[config.mk]
export PLATFORM = sky130hd
export DESIGN_NAME = rps_match_controller
export DESIGN_NICKNAME = d
export VERILOG_FILES = /design/src/rtl/rps_match_controller.sv
export SDC_FILE = /design/constraint.sdc
export NUM_CORES = 1
export LEC_CHECK = 0
export CAP_MARGIN = 5
export CORE_ASPECT_RATIO = 1.4
export CORE_MARGIN = 1
export CORE_UTILIZATION = 64
export CTS_BUF_LIST = sky130_fd_sc_hd__clkbuf_4 sky130_fd_sc_hd__clkbuf_8
export DETAILED_ROUTE_END_ITERATION = 7
export HOLD_SLACK_MARGIN = 0.08
export PLACE_DENSITY = 0.88
export SLEW_MARGIN = 15
export SYNTH_ARGS = -nofsm -noshare
export SYNTH_HDL_FRONTEND = slang
export SYNTH_SLANG_ARGS = --single-unit
[constraint.sdc]
create_clock -name CLK -period 5.65 [get_ports CLK]
set_clock_uncertainty 0.2 [all_clocks]
set_input_delay 0.565 -clock CLK [delete_from_list [all_inputs] [get_ports CLK]]
set_output_delay 0.565 -clock CLK [all_outputs]
set_load 0.03 [all_outputs]
[src/rtl/rps_match_controller.sv]
// rps_match_controller
//   Match sequencer for a first-to-WINS_TO_MATCH rock-paper-scissors game.
//   Synchronizes and edge-detects the choice buttons, requests one round per
//   press from the single-round judge (round_start/round_done handshake),
//   tallies the returned results, holds each result on the LEDs for
//   HOLD_CYCLES cycles and announces the match winner with a blinking code.
//
//   Optional build macro: RPS_ROUND_TIMEOUT_EN
//     defined   -> a round with no round_done within TIMEOUT_CYCLES is scored
//                  as a tie and flags protocol_err.
//     undefined -> REQUEST waits for round_done indefinitely.
//
// Ports
//   CLK, RST_N       clock, asynchronous active-low reset
//   btn_choice[2:0]  raw buttons (bit0 rock, bit1 paper, bit2 scissors)
//   new_match        raw button, starts a new match once one is decided
//   round_start      round request to the judge (held until round_done)
//   round_choice     person choice: 1 rock, 2 paper, 3 scissors
//   round_done       judge completion strobe
//   round_result     one-hot judge result: 1 person, 2 computer, 4 tie
//   display[2:0]     LED pattern {LED1,LED2,LED3}
//   person_score     person round wins
//   computer_score   computer round wins
//   match_over       high while the match is decided
//   match_winner     0 none, 1 person, 2 computer
//   protocol_err     sticky: stray round_done, bad result or timeout
module rps_match_controller #(
  parameter int WINS_TO_MATCH = 3,
  parameter int HOLD_CYCLES   = 12000000
`ifdef RPS_ROUND_TIMEOUT_EN
  , parameter int TIMEOUT_CYCLES = 1024
`endif
) (
  input  logic       CLK,
  input  logic       RST_N,
  input  logic [2:0] btn_choice,
  input  logic       new_match,
  output logic       round_start,
  output logic [1:0] round_choice,
  input  logic       round_done,
  input  logic [2:0] round_result,
  output logic [2:0] display,
  output logic [3:0] person_score,
  output logic [3:0] computer_score,
  output logic       match_over,
  output logic [1:0] match_winner,
  output logic       protocol_err
);

  localparam int         HOLD_W = $clog2(HOLD_CYCLES + 1);
  localparam logic [3:0] WIN4   = 4'(WINS_TO_MATCH);

  typedef enum logic [2:0] {
    ST_ARMED, ST_REQUEST, ST_SHOW, ST_CHECK, ST_RELEASE, ST_MATCH_OVER
  } state_t;

  state_t state, state_d;

  logic [2:0]        btn_s1, btn_s2;
  logic              btn_any_q, press_q;
  logic [1:0]        btn_enc, press_choice_q;
  logic              nm_s1, nm_s2, nm_q;
  logic [HOLD_W-1:0] hold_cnt;
  logic              blink_q;
  logic [2:0]        result_q;

  wire btn_any   = |btn_s2;
  wire btn_rise  = btn_any & ~btn_any_q;
  wire nm_rise   = nm_s2 & ~nm_q;
  wire hold_done = (hold_cnt == HOLD_W'(HOLD_CYCLES - 1));

`ifdef RPS_ROUND_TIMEOUT_EN
  localparam int TO_W = $clog2(TIMEOUT_CYCLES + 1);
  logic [TO_W-1:0] to_cnt;
  // A round_done in the same cycle as the limit still wins over the timeout.
  wire timeout_hit = (state == ST_REQUEST) && !round_done &&
                     (to_cnt == TO_W'(TIMEOUT_CYCLES - 1));

  always_ff @(posedge CLK or negedge RST_N) begin
    if (!RST_N)                                            to_cnt <= '0;
    else if (state == ST_REQUEST && state_d == ST_REQUEST) to_cnt <= to_cnt + 1'b1;
    else                                                   to_cnt <= '0;
  end
`else
  wire timeout_hit = 1'b0;
`endif

  // Lowest index wins when several buttons are down together.
  always_comb begin
    btn_enc = 2'd0;
    if      (btn_s2[0]) btn_enc = 2'd1;
    else if (btn_s2[1]) btn_enc = 2'd2;
    else if (btn_s2[2]) btn_enc = 2'd3;
  end

  // The press is registered once more so press-to-round_start is 4 cycles.
  // NOTE: sequential state uses non-blocking (<=) so every flop samples the
  // pre-edge value of the others, exactly as the hardware does.
  always_ff @(posedge CLK or negedge RST_N) begin
    if (!RST_N) begin
      btn_s1 <= '0; btn_s2 <= '0; btn_any_q <= 1'b0;
      press_q <= 1'b0; press_choice_q <= '0;
      nm_s1 <= 1'b0; nm_s2 <= 1'b0; nm_q <= 1'b0;
    end else begin
      btn_s1    <= btn_choice;
      btn_s2    <= btn_s1;
      btn_any_q <= btn_any;
      press_q   <= btn_rise;
      if (btn_rise) press_choice_q <= btn_enc;
      nm_s1 <= new_match;
      nm_s2 <= nm_s1;
      nm_q  <= nm_s2;
    end
  end

  always_ff @(posedge CLK or negedge RST_N) begin
    if (!RST_N) state <= ST_ARMED;
    else        state <= state_d;
  end

  // NOTE: state_d gets its default before the case so no path leaves it
  // unassigned, which would otherwise infer a latch.
  always_comb begin
    state_d = state;
    unique case (state)
      ST_ARMED:      if (press_q) state_d = ST_REQUEST;
      ST_REQUEST:    if (round_done || timeout_hit) state_d = ST_SHOW;
      ST_SHOW:       if (hold_done) state_d = ST_CHECK;
      ST_CHECK:      state_d = (person_score == WIN4 || computer_score == WIN4)
                               ? ST_MATCH_OVER : ST_RELEASE;
      ST_RELEASE:    if (!btn_any) state_d = ST_ARMED;
      ST_MATCH_OVER: if (nm_rise) state_d = ST_RELEASE;
      default:       state_d = ST_ARMED;
    endcase
  end

  always_comb begin
    display = 3'b111;
    case (state)
      ST_SHOW:       display = result_q;
      ST_MATCH_OVER: display = blink_q ? 3'b000 : {1'b0, match_winner};
      default:       display = 3'b111;
    endcase
  end

  // Hold timer: restarts on every state change; in MATCH_OVER it wraps and
  // paces the winner blink.
  always_ff @(posedge CLK or negedge RST_N) begin
    if (!RST_N) begin
      hold_cnt <= '0;
      blink_q  <= 1'b0;
    end else begin
      if (state != state_d)
        hold_cnt <= '0;
      else if (state == ST_SHOW || state == ST_MATCH_OVER)
        hold_cnt <= hold_done ? '0 : hold_cnt + 1'b1;

      if (state_d == ST_MATCH_OVER && state != ST_MATCH_OVER)
        blink_q <= 1'b0;
      else if (state == ST_MATCH_OVER && hold_done)
        blink_q <= ~blink_q;
    end
  end

  always_ff @(posedge CLK or negedge RST_N) begin
    if (!RST_N) begin
      round_start    <= 1'b0;
      round_choice   <= '0;
      result_q       <= '0;
      person_score   <= '0;
      computer_score <= '0;
      match_over     <= 1'b0;
      match_winner   <= '0;
      protocol_err   <= 1'b0;
    end else begin
      round_start <= (state_d == ST_REQUEST);
      if (state == ST_ARMED && press_q) round_choice <= press_choice_q;

      if (round_done && state != ST_REQUEST) protocol_err <= 1'b1;

      if (state == ST_REQUEST && round_done) begin
        result_q <= round_result;
        case (round_result)
          3'b001:  if (person_score < WIN4) person_score <= person_score + 4'd1;
          3'b010:  if (computer_score < WIN4) computer_score <= computer_score + 4'd1;
          3'b100:  ;
          default: protocol_err <= 1'b1;
        endcase
      end else if (timeout_hit) begin
        result_q     <= 3'b100;
        protocol_err <= 1'b1;
      end

      if (state == ST_CHECK) begin
        if (person_score == WIN4) begin
          match_over   <= 1'b1;
          match_winner <= 2'd1;
        end else if (computer_score == WIN4) begin
          match_over   <= 1'b1;
          match_winner <= 2'd2;
        end
      end

      if (state == ST_MATCH_OVER && nm_rise) begin
        person_score   <= '0;
        computer_score <= '0;
        match_over     <= 1'b0;
        match_winner   <= '0;
      end
    end
  end

endmodule

-- After elaboration in Yosys (flattened, before gate mapping)
Cells that the tools add are included.
- reduce and logical (&&, ||, !) cells: 23
- magnitude comparators: 2
- eq/ne operators: 16
- add/subtract/negate cells: 3
- multiplexer cells: 36
- bitwise operators: 5
- operators by type and width (operator ; count):
    $mux W24 ; 3
    $mux W4 ; 8
    $add A24 B1 Y24 const B ; 1
    $eq A24 B24 Y1 const B ; 1
    $pmux W3 S6 ; 1
    $mux W2 ; 8
    $reduce_bool A2 Y1 ; 8
    $mux W3 ; 5
    $eq A3 B3 Y1 const B ; 4
    $mux W1 ; 10
    $eq A3 B1 Y1 const B ; 3
    $eq A3 B2 Y1 const B ; 3
    $add A4 B1 Y4 const B ; 2
    $eq A4 B2 Y1 const B ; 2
    $lt A4 B2 Y1 const B ; 2
    $logic_and A1 B1 Y1 ; 6
    $pmux W3 S2 ; 1
    $reduce_and A3 Y1 ; 2
    $reduce_or A3 Y1 ; 2
    $logic_not A3 Y1 ; 1
    $ne A3 B1 Y1 const B ; 1
    $ne A3 B3 Y1 ; 1
    $ne A3 B3 Y1 const B ; 1
    $not A1 Y1 ; 3
    other kinds (4) ; 6
- input bits: 10
- output and inout port bits: 18
- word-level logic and storage cells: 104
- register bits after elaboration: 59

-- Depth between registers and ports, before layout
Gate-level depths: netlist of the first run.
- depth after elaboration: 7
- gate-level depth with buffers: 8
- depth with buffers taken out: 6

-- Worst setup path after synthesis of the first run
Ideal clock, no wire load.
- kind: register -> register
- start point: reg computer_score[0]
- end point: reg computer_score[1]
- path buffers: 0
- cell stages (with the launch flop): 6
- required time: 5.319 ns
- data arrival time: 2.024 ns
- slack: 3.295 ns
- cell sequence: dfrtp_1 > ha_1 > or4b_2 > nor4b_2 > mux2i_1 > nor2_1
- longest elaborated chain between the ends: 5
- elaborated cells between the ends (all ways): 8
- classes of those cells: add/sub (1); order compare (1); mux (4); reduce/logical (2)
- RTL lines (item ; RTL line ; RTL):
    start, declared ; 44 ; output logic [3:0] computer_score,
    start signal, assigned ; 185 ; 3'b010: if (computer_score < WIN4) computer_score <= computer_score + 4'd1;
    $add A4 B1 Y4 ; 185 ;
    $mux W4 ; 185 ;
    $mux W4 ; 183 ; case (round_result)
    $mux W4 ; 181 ; if (state == ST_REQUEST && round_done) begin
    $mux W4 ; 204 ; if (state == ST_MATCH_OVER && nm_rise) begin
Several ways; a longest one is shown, not always the timed one. The select of a mux whose other input is x is not followed.
A chain may end at the register's enable or synchronous reset.

-- Final worst setup path of the first run
- start point: reg state[0]
- end point: out display[2]
- longest elaborated chain between the ends: 2
- elaborated cells between the ends (all ways): 3
- classes of those cells: eq/ne (2); mux (1)
- RTL lines (item ; RTL line ; RTL):
    start, declared ; 57 ; state_t state, state_d;
    start signal, assigned ; 118 ; else state <= state_d;
    $eq A3 B3 Y1 or $eq A3 B2 Y1 (tied branches) ; 139 ; case (state)
    $pmux W3 S2 (*) ; 139 ;
    end, declared ; 42 ; output logic [2:0] display,
Mark *: on every way between the ends. The rest lies on a longest branch, timed or not.

==> results of run 1 <==
## per-stage QoR
step	cells	cell area (sq um)	hold WS (ns)
2_1_floorplan	297	2970	0.0694
6_report	390	3510	0.140
5_1_grt	390	3510	0.151
3_5_place_dp	374	3260	0.141
3_3_place_gp	374	3260	0.132
4_1_cts	390	3510	0.148
## placed cells by master, fill, tap and decap left out, types with 4 or more instances in the layout
master,netlist,routed
a21oi_1,21,21
dfrtp_1,59,59
xnor2_1,13,13
xor2_1,6,6
inv_1,5,5
nand3_1,14,14
nand3b_1,6,6
clkdlybuf4s50_1,0,26
nor4_1,6,6
nor3b_1,5,5
nor2_1,40,40
nor3_1,13,13
mux2_2,5,5
nor2b_1,8,8
o21ai_0,13,13
and3_1,4,4
clkbuf_8,0,9
nand4_1,8,8
and4_1,4,4
mux2i_1,4,4
nand2_1,14,14
## area by class of cell
cell class | count | area, sq um
Clock inverter | 7 | 125
Clock buffer | 9 | 124
Tap cell | 62 | 77.6
Fill cell | 302 | 985
Inverter | 5 | 18.8
Timing Repair Buffer | 28 | 273
Sequential cell | 59 | 1480
Multi-Input combinational cell | 220 | 1420
## power groups by stage
stage | Sequential, mW | Clock [mW] | Combinational (mW)
floorplan | 0.559 | 0 | 0.209
global placement | 0.544 | 0 | 0.328
CTS | 0.542 | 0.490 | 0.348
detailed placement | 0.548 | 0 | 0.341
finish | 0.545 | 0.485 | 0.348
global route | 0.554 | 0.508 | 0.378
## sequential cells by signal, indices dropped and copies added (netlist names)
signal and cells:
round_start 1, protocol_err 1, nm_s2 1, blink_q 1, btn_s2 3, btn_s1 3, match_over 1, computer_score 4
result_q 3, press_choice_q 2, person_score 4, round_choice 2, press_q 1, hold_cnt 24, nm_s1 1, state 3
nm_q 1, btn_any_q 1, match_winner 2
## path summary, 6_finish.rpt
check / start / cells past startpoint / slack [ns] / end
min: btn_s1[2] / 0 / 0.14 / btn_s2[2]
max: state[0] / 4 / 2.49 / display[2]
max reg2reg: state[0] / 5 / 2.83 / hold_cnt[20]
min reg2reg: btn_s1[2] / 0 / 0.14 / btn_s2[2]
max in group asynchronous: RST_N / 2 / 4.59 / hold_cnt[0]
min in group asynchronous: RST_N / 2 / 0.16 / press_choice_q[0]
## logic make-up (layout without fill, tap and decap cells)
kind of cell,count (synthesis),after routing,share of synthesized area (%)
flops,59,59,49.7
buf+inv,18,49,2.78
fa+ha+maj,3,3,1.26
simple gates,141,141,27.1
xor+xnor,19,19,5.60
mux,9,9,3.24
compound gates,48,48,10.4
## per-layer routing
layer / vias to the layer above / part of all wire (%) / GRT usage, %
li1: 1129 / - / -
met1: 1193 / 37 / 34.8
met2: 105 / 55 / 56.1
met3: 31 / 4.7 / 7.63
met4: 0 / 3.3 / 14.4
met5: - / 0 / 0
==> impl_metrics.csv, run 1 <==
group,metric,value,unit
status,outcome,"complete, no violations",
setup_path,worstSetupEndpointType,"output port",
power_and_ir_drop,vdd_drop_max,0.000251,V
place,routabilityCongestion,0.952,
synthesis,synth_nets,310,
detailed_routing,drtIter0Drc,183,
sta,final-hold-violation-count,0,
synthesis,synthTopCellsByArea,"dfrtp_1 50%, nor2_1 5.1%, xnor2_1 3.8%",
synthesis,synth_seq_area_share,49.7,%
setup_path,max_stage_delay,0.63,ns
clock_network,cts_hold_buffers,0,
setup_path,path_class,"flop to output port",
die,dieArea,4930,sq um
detailed_routing,vias_per_cell,6.30,
min_path,hold_path.class,"flop to flop",
global_routing,antenna_found_initial,0,
setup_path,critPathSlowestCell,"or3b_2",
die,core,4500,sq um
synthesis,yosys.cell_count.top_type,"dfrtp_1",
place,pre_cts_ws,2.78,ns
setup_path,path_buf_inv,1,
sta,fin_crit,3.16,ns
global_routing,grt_pass1_wl,11.2,mm
clock_network,cts_tree,"done",
clock_network,cts-resized-gates,0,
global_routing,grt_max_degree,60,
finish,area_growth,18.2,%
setup_path,start_kind,"flop",
clock_network,clock_latency,0.35,ns
power_and_ir_drop,finalPower,1.38,mW
setup_path,critPathRequiredTime,4.89,ns
finish,fin_util,78.1,%
power_and_ir_drop,pwr-share-clk,35.2,%
sta,rsz0062_at_grt,"false",
clock_network,ctsRootBufferMaster,"clkbuf_8",
synthesis,yosysWarnings,0,
detailed_routing,vias,2458,
power_and_ir_drop,netSwitchingPower,0.467,mW
power_and_ir_drop,p_int,0.911,mW
die,die_w,59.6,um
setup_path,cp_common_cell,"nor2_1",
sta,setup_tns,0,ns
power_and_ir_drop,power_density,392,nW/um^2
clock_network,h-tree-depth,3,
die,ios,28,
power_and_ir_drop,comb_power_share,25.2,%
detailed_routing,antenna_left,0,
setup_path,path_cells,"or3b_2, nor2_1, nor2_1, clkdlybuf4s50_1",
clock_network,clkSinkCount,59,
setup_path,path_max_fanout,21,
sta,period_share,55.9,%
synthesis,synth_commonest_cells,"59 x dfrtp_1, 40 x nor2_1, 21 x a21oi_1",
synthesis,synthArstFlopShare,100,%
power_and_ir_drop,cellLeakagePower,1.47,nW
synthesis,synth.distinct_cells,50,
global_routing,grt_overflow,0,
sta,setup_violations,0,
setup_path,critPathTopFamily,"simple AND/OR/NAND/NOR gates",
die,start_util,66.1,%
synthesis,yosys.area.top_type,"dfrtp_1",
global_routing,track_usage,31.4,%
power_and_ir_drop,seq_power_share,39.5,%
finish,nets,336,
synthesis,ys.flop_type,"dfrtp_1",
die,core.rowCount,29,
detailed_routing,drc_errors,0,
setup_path,cp_data_arrival_time,2.39,ns
flow_run,drv_cap,0,
clock_network,cts_buffers,9,
clock_network,clk_pin_slew,0.08,ns
place,dp_hpwl,4.49,mm
detailed_routing,wirelength,6.98,mm
clock_network,post-cts-setup-buffer-count,0,
detailed_routing,wl_per_cell,17.9,um
finish,diodes,0,
synthesis,synth_edf_count,0,
synthesis,synth_cells,297,
detailed_routing,drtPass1Iterations,5,
synthesis,yosys.area.top_type_share,49.7,%
place,io_buffer_count,27,
die,dieHeight,82.6,um
global_routing,grt_pass1_vias,2289,
clock_network,clockBufferDepth,2,
synthesis,yosys_register_bits,59,
sta,max_freq,0.317,GHz
synthesis,syn_avg_cell_area,10.0,sq um
sta,drv_slew,0,
finish,drive_gt1_share,10.4,%
sta,setup_ws,2.49,ns
power_and_ir_drop,swShare,33.9,%
sta,maxSlewHeadroom,29.7,%
synthesis,netlist_area,2970,sq um
sta,worst_pin_slew,1.05,ns
Power figures use the tool's default switching activity.
==> run 2: changes to the inputs <==
--- a/config.mk
+++ b/config.mk
@@ -8,11 +8,11 @@
 export CAP_MARGIN = 5
 export CORE_ASPECT_RATIO = 1.4
 export CORE_MARGIN = 1
-export CORE_UTILIZATION = 64
+export CORE_UTILIZATION = 59
 export CTS_BUF_LIST = sky130_fd_sc_hd__clkbuf_4 sky130_fd_sc_hd__clkbuf_8
 export DETAILED_ROUTE_END_ITERATION = 7
 export HOLD_SLACK_MARGIN = 0.08
-export PLACE_DENSITY = 0.88
+export PLACE_DENSITY = 0.82
 export SLEW_MARGIN = 15
 export SYNTH_ARGS = -nofsm -noshare
 export SYNTH_HDL_FRONTEND = slang
==> constraint.sdc (replaced) <==
create_clock -name CLK -period 3.1 [get_ports CLK]
set_clock_uncertainty 0.2 [all_clocks]
set_input_delay 0.31 -clock CLK [delete_from_list [all_inputs] [get_ports CLK]]
set_output_delay 0.31 -clock CLK [all_outputs]
set_load 0.03 [all_outputs]
==> run 2 against run 1 <==
Core utilization decreased by 6.0 points; sequential cell count unchanged; power increased by 65%; critical path type unchanged.
==> impl_metrics.csv, run 2 (synthesis results as in run 1) <==
group,metric,value,unit
status,outcome,"complete, no violations",
flow_run,drv_cap,0,
sta,drv_slew,0,
sta,fin_crit,2.82,ns
clock_network,clock_latency,0.34,ns
clock_network,cts_hold_buffers,1,
setup_path,worstSetupEndpointType,"output port",
clock_network,h-tree-depth,3,
finish,final_cell_mix,"59 x dfrtp_1, 40 x nor2_1, 26 x clkdlybuf4s50_1",
finish,layout_commonest_cell,"dfrtp_1",
place,dp_hpwl,4.51,mm
die,core.rowCount,30,
sta,max_freq,0.355,GHz
place,dp.cells,381,
setup_path,path_buf_inv,1,
finish,largest_reg_flops,24,
global_routing,grt_max_degree,42,
setup_path,path_class,"flop to output port",
detailed_routing,drc_errors,0,
setup_path,max_stage_delay,0.62,ns
die,start_util,61.4,%
power_and_ir_drop,vdd_drop_max,0.000488,V
sta,maxSlewHeadroom,35.3,%
finish,biggestRegsByFlops,"hold_cnt x24, computer_score x4, person_score x4",
die,dieArea,5330,sq um
clock_network,cts_buffers,9,
clock_network,cts_tree,"done",
die,die_w,62.0,um
global_routing,track_usage,27.3,%
clock_network,ctsRootBufferMaster,"clkbuf_8",
clock_network,clockBufferDepth,2,
sta,setup_violations,0,
finish,fillers,367,
power_and_ir_drop,cellLeakagePower,1.46,nW
clock_network,clkSinkCount,59,
global_routing,grt_pass1_wl,10.5,mm
clock_network,clk_pin_slew,0.06,ns
setup_path,cp_data_arrival_time,2.31,ns
finish,regMostFlops,"hold_cnt",
detailed_routing,vias_per_cell,5.95,
sta,period_share,90.9,%
setup_path,reg2reg_from,"state[2]",
clock_network,cts-resized-gates,0,
setup_path,path_max_fanout,17,
detailed_routing,antenna_left,0,
detailed_routing,drtPass1Iterations,4,
global_routing,grt_pass1_vias,2295,
setup_path,critPathSlowestCell,"clkdlybuf4s50_1",
sta,setup_tns,0,ns
min_path,hold_path.class,"flop to flop",
finish,nets,342,
die,core,4840,sq um
setup_path,crit_path_start,"state[2]",
setup_path,critPathRequiredTime,2.59,ns
min_path,hold_start,"btn_s1[2]",
place,pre_cts_ws,0.520,ns
finish,diodes,0,
global_routing,antenna_found_initial,0,
place,io_buffer_count,27,
sta,rsz0062_at_grt,"false",
setup_path,path_cells,"or3b_2, nor2_1, a21oi_1, clkdlybuf4s50_1",
sta,worst_pin_slew,0.970,ns
finish,fin_util,72.1,%
setup_path,start_kind,"flop",
clock_network,post-cts-setup-buffer-count,0,
sta,setup_ws,0.282,ns
die,ios,28,
finish,area_growth,17.5,%
place,routabilityCongestion,0.920,
detailed_routing,drtIter0Drc,125,
setup_path,critPathTopFamily,"simple AND/OR/NAND/NOR gates",
global_routing,grt_overflow,0,
finish,drive_gt1_share,11.4,%
detailed_routing,wl_per_cell,16.1,um
detailed_routing,vias,2370,
sta,final-hold-violation-count,0,
die,dieHeight,86.0,um
power_and_ir_drop,power_density,652,nW/um^2
finish,stdcell_count,398,
detailed_routing,wirelength,6.42,mm
[run 2: changes by cell type in the layout (fill, tap and decap cells not counted), sizes merged, moves of 2 or more]
cell,previous run,this run
buf,2,7
bufinv,3,0
clkbuf,9,12
clkinvlp,0,2
[run 2: metal layers]
layer  vias to the layer above  GRT usage, %  part of all wire (%)  wire, um
li1                       1132             -                     -         -
met1                      1150          30.6                    39      2520
met2                        71          45.6                    54      3440
met3                        17          6.79                   4.0       259
met4                         0          15.2                   3.1       201
met5                         -             0                     0         0
[run 2: final cells by class]
cell class / instances / area [sq um] / area share, %
clock buffers: 12 / 159 / 4.55
clock inverters: 4 / 25.0 / 0.716
inverters: 5 / 18.8 / 0.537
multi-input cells: 220 / 1410 / 40.5
flip-flops and latches: 59 / 1480 / 42.3
well taps: 64 / 80.1 / 2.29
repair buffers: 34 / 320 / 9.17
[run 2: power by group]
part           leakage, nW  switching, mW  internal (mW)  total [mW]
clock network       0.0918          0.299          0.339       0.639
registers            0.773         0.0972          0.866       0.963
logic                0.594          0.399          0.277       0.676
total                 1.46          0.795           1.48        2.28
[run 2: path summary, 6_finish.rpt]
path,slack (ns),to,cells after the start
max,0.28,display[0],4
min,0.15,btn_s2[2],0
max reg2reg,0.50,hold_cnt[20],5
min reg2reg,0.15,btn_s2[2],0
max in group asynchronous,1.49,hold_cnt[18],3
min in group asynchronous,0.42,btn_s2[0],2
[run 2: through the flow]
stage	instance area (sq um)	hold WS [ns]	total power, mW
CTS	3490	0.155	2.29
floorplan	2970	-0.186	1.40
global placement	3300	0.132	1.63
finish	3490	0.153	2.28
detailed placement	3300	0.140	1.65
global route	3490	0.158	2.40
==> run 3: changes to the inputs <==
--- a/config.mk
+++ b/config.mk
@@ -5,10 +5,11 @@
 export SDC_FILE = /design/constraint.sdc
 export NUM_CORES = 1
 export LEC_CHECK = 0
+export ABC_AREA = 1
 export CAP_MARGIN = 5
 export CORE_ASPECT_RATIO = 1.4
 export CORE_MARGIN = 1
-export CORE_UTILIZATION = 59
+export CORE_UTILIZATION = 60
 export CTS_BUF_LIST = sky130_fd_sc_hd__clkbuf_4 sky130_fd_sc_hd__clkbuf_8
 export DETAILED_ROUTE_END_ITERATION = 7
 export HOLD_SLACK_MARGIN = 0.08
==> run 3 against run 2 <==
Power increased by 6.4%; global-route usage increased by 2.5 points; synthesized cell count increased by 50%; combinational power increased by 13%; non-clock buffer count decreased by 3; count of clock-buffer cells in the layout decreased by 3; design area increased by 10%; register-to-register slack improved by 0.30 ns; area after synthesis increased by 12%; core utilization increased by 1.4 points; final cell count increased by 39%; highest routed layer unchanged.
==> impl_metrics.csv, run 3 <==
group,metric,value,unit
synthesis,ys.flop_type,"dfrtp_1",
synthesis,synthTopCellsByArea,"dfrtp_1 44%, nand2_1 11%, nor2_1 11%",
clock_network,cts_hold_buffers,1,
sta,final-hold-violation-count,0,
finish,diodes,0,
clock_network,cts-resized-gates,0,
synthesis,yosys_register_bits,59,
die,core.rowCount,31,
setup_path,reg2reg_from,"hold_cnt[14]",
global_routing,grt_pass1_vias,3036,
power_and_ir_drop,finalPower,2.42,mW
synthesis,netlist_area,3320,sq um
detailed_routing,wirelength,7.53,mm
min_path,hold_start,"btn_s1[2]",
setup_path,worstSetupEndpointType,"output port",
synthesis,synth_commonest_cells,"98 x nand2_1, 94 x nor2_1, 59 x dfrtp_1",
detailed_routing,vias,2927,
sta,setup_violations,0,
setup_path,path_max_fanout,5,
synthesis,synth_edf_count,0,
detailed_routing,wl_per_cell,13.6,um
die,start_util,63.5,%
setup_path,r2r_cells,9,
sta,rsz0062_at_grt,"false",
setup_path,cp_data_arrival_time,2.18,ns
synthesis,yosys.area.top_type,"dfrtp_1",
sta,period_share,86.7,%
detailed_routing,drtIter0Drc,190,
place,io_buffer_count,27,
min_path,hold_end,"btn_s2[2]",
die,die_w,64.9,um
power_and_ir_drop,cellLeakagePower,1.67,nW
global_routing,grt_pass1_wl,13.0,mm
synthesis,synth_seq_area_share,44.4,%
synthesis,yosys.cell_count.top_type,"nand2_1",
synthesis,synthArstFlopShare,100,%
min_path,hold_path.class,"flop to flop",
finish,largest_reg_flops,24,
die,core,5240,sq um
finish,biggestRegsByFlops,"hold_cnt x24, computer_score x4, person_score x4",
finish,drive_gt1_share,12.8,%
global_routing,grt_max_degree,34,
sta,setup_tns,0,ns
sta,maxSlewHeadroom,51.5,%
clock_network,clkSinkCount,59,
setup_path,start_kind,"flop",
finish,final_cell_mix,"98 x nand2_1, 94 x nor2_1, 59 x dfrtp_1",
detailed_routing,vias_per_cell,5.30,
finish,area_growth,15.8,%
sta,whs,0.155,ns
clock_network,clockBufferDepth,2,
die,ios,28,
setup_path,rrSetupSlack,0.80,ns
sta,drv_slew,0,
status,outcome,"complete, no violations",
synthesis,synth.distinct_cells,31,
finish,layout_commonest_cell,"nand2_1",
sta,worst_pin_slew,0.728,ns
finish,nets,494,
clock_network,h-tree-depth,3,
clock_network,cts_buffers,9,
place,dp_hpwl,5.56,mm
min_path,min_path_cells,0,
die,dieHeight,90.1,um
clock_network,clock_latency,0.36,ns
setup_path,critPathRequiredTime,2.59,ns
clock_network,post-cts-setup-buffer-count,0,
clock_network,cts_tree,"done",
global_routing,track_usage,29.9,%
synthesis,yosysWarnings,0,
finish,regMostFlops,"hold_cnt",
synthesis,synth_nets,458,
place,routabilityCongestion,0.959,
power_and_ir_drop,vdd_drop_max,0.000488,V
flow_run,drv_cap,0,
global_routing,antenna_found_initial,0,
die,dieArea,5850,sq um
setup_path,reg2reg_to,"hold_cnt[5]",
detailed_routing,drc_errors,0,
setup_path,path_class,"flop to output port",
sta,max_freq,0.372,GHz
sta,fin_crit,2.69,ns
power_and_ir_drop,power_density,629,nW/um^2
detailed_routing,drtPass1Iterations,5,
synthesis,syn_avg_cell_area,7.47,sq um
detailed_routing,antenna_left,0,
synthesis,synth_cells,445,
finish,fin_util,73.5,%
global_routing,grt_overflow,0,
synthesis,yosys.area.top_type_share,44.4,%
clock_network,clk_pin_slew,0.08,ns
clock_network,ctsRootBufferMaster,"clkbuf_8",
==> run 3: cell types whose count changed after synthesis, moves of 10 or more <==
cell,before,now
nand2_1,14,98
nor2_2,0,15
inv_1,5,57
a21oi_1,21,2
nor2_4,1,11
nor3_1,13,3
nand3_1,14,39
nor2_1,40,94
xnor2_1,13,2
==> run 3: layer usage <==
| metal | share of wire, % | vias up | global-route usage, % |
|---|---|---|---|
| li1 | - | 1445 | - |
| met1 | 37 | 1372 | 30.1 |
| met2 | 54 | 83 | 53.0 |
| met3 | 4.8 | 27 | 8.88 |
| met4 | 3.5 | 0 | 16.5 |
| met5 | 0 | - | 0 |
==> run 3: cell families after synthesis <==
| family | synth area share (%) |
|---|---|
| DFF | 44.4 |
| buffers and inverters | 9.11 |
| AOI/OAI and AO/OA | 4.14 |
| and+or+nand+nor | 37.8 |
| adders and majority gates | 1.13 |
| xor gates and xnor gates | 3.42 |
==> run 3: power breakdown <==
group / leakage (nW) / internal, mW / switching (mW) / total [mW]
Sequential: 0.775 / 0.856 / 0.0642 / 0.920
Combinational: 0.794 / 0.223 / 0.538 / 0.761
Clock: 0.101 / 0.383 / 0.359 / 0.742
Total: 1.67 / 1.46 / 0.961 / 2.42
==> run 3: how the worst max path moves through the flow <==
stage             start          to  slack, ns  cells past startpoint
6_report       state[2]  display[0]       0.41                      4
5_1_grt        state[2]  display[0]       0.27                      4
2_1_floorplan  state[2]  display[1]       1.05                      3
3_3_place_gp   state[2]  display[0]       0.79                      4
4_1_cts        state[2]  display[0]       0.39                      4
3_5_place_dp   state[2]  display[1]       0.77                      4
==> run 3: critical path, stage by stage (launching register included) <==
cell             delay (ns)
dfrtp_1                0.44
nor3_2                 0.38
inv_1                  0.14
o211ai_1               0.17
clkdlybuf4s50_1        0.69
==> run 3: layout make-up <==
class                   count  area, sq um
fillers                   418         1390
clock inverters             7         81.3
clock buffers               9          124
inverters                  65          244
repair buffers             31          298
multi-input cells         315         1550
well taps                  66         82.6
flip-flops and latches     59         1480
==> run 3: per-stage QoR <==
| step | cells | setup WS, ns | instance area [sq um] |
|---|---|---|---|
| 6_report | 552 | 0.411 | 3850 |
| 5_1_grt | 552 | 0.272 | 3850 |
| 4_1_cts | 552 | 0.395 | 3850 |
| 3_5_place_dp | 535 | 0.769 | 3640 |
| 3_3_place_gp | 535 | 0.794 | 3640 |
| 2_1_floorplan | 445 | 1.05 | 3320 |
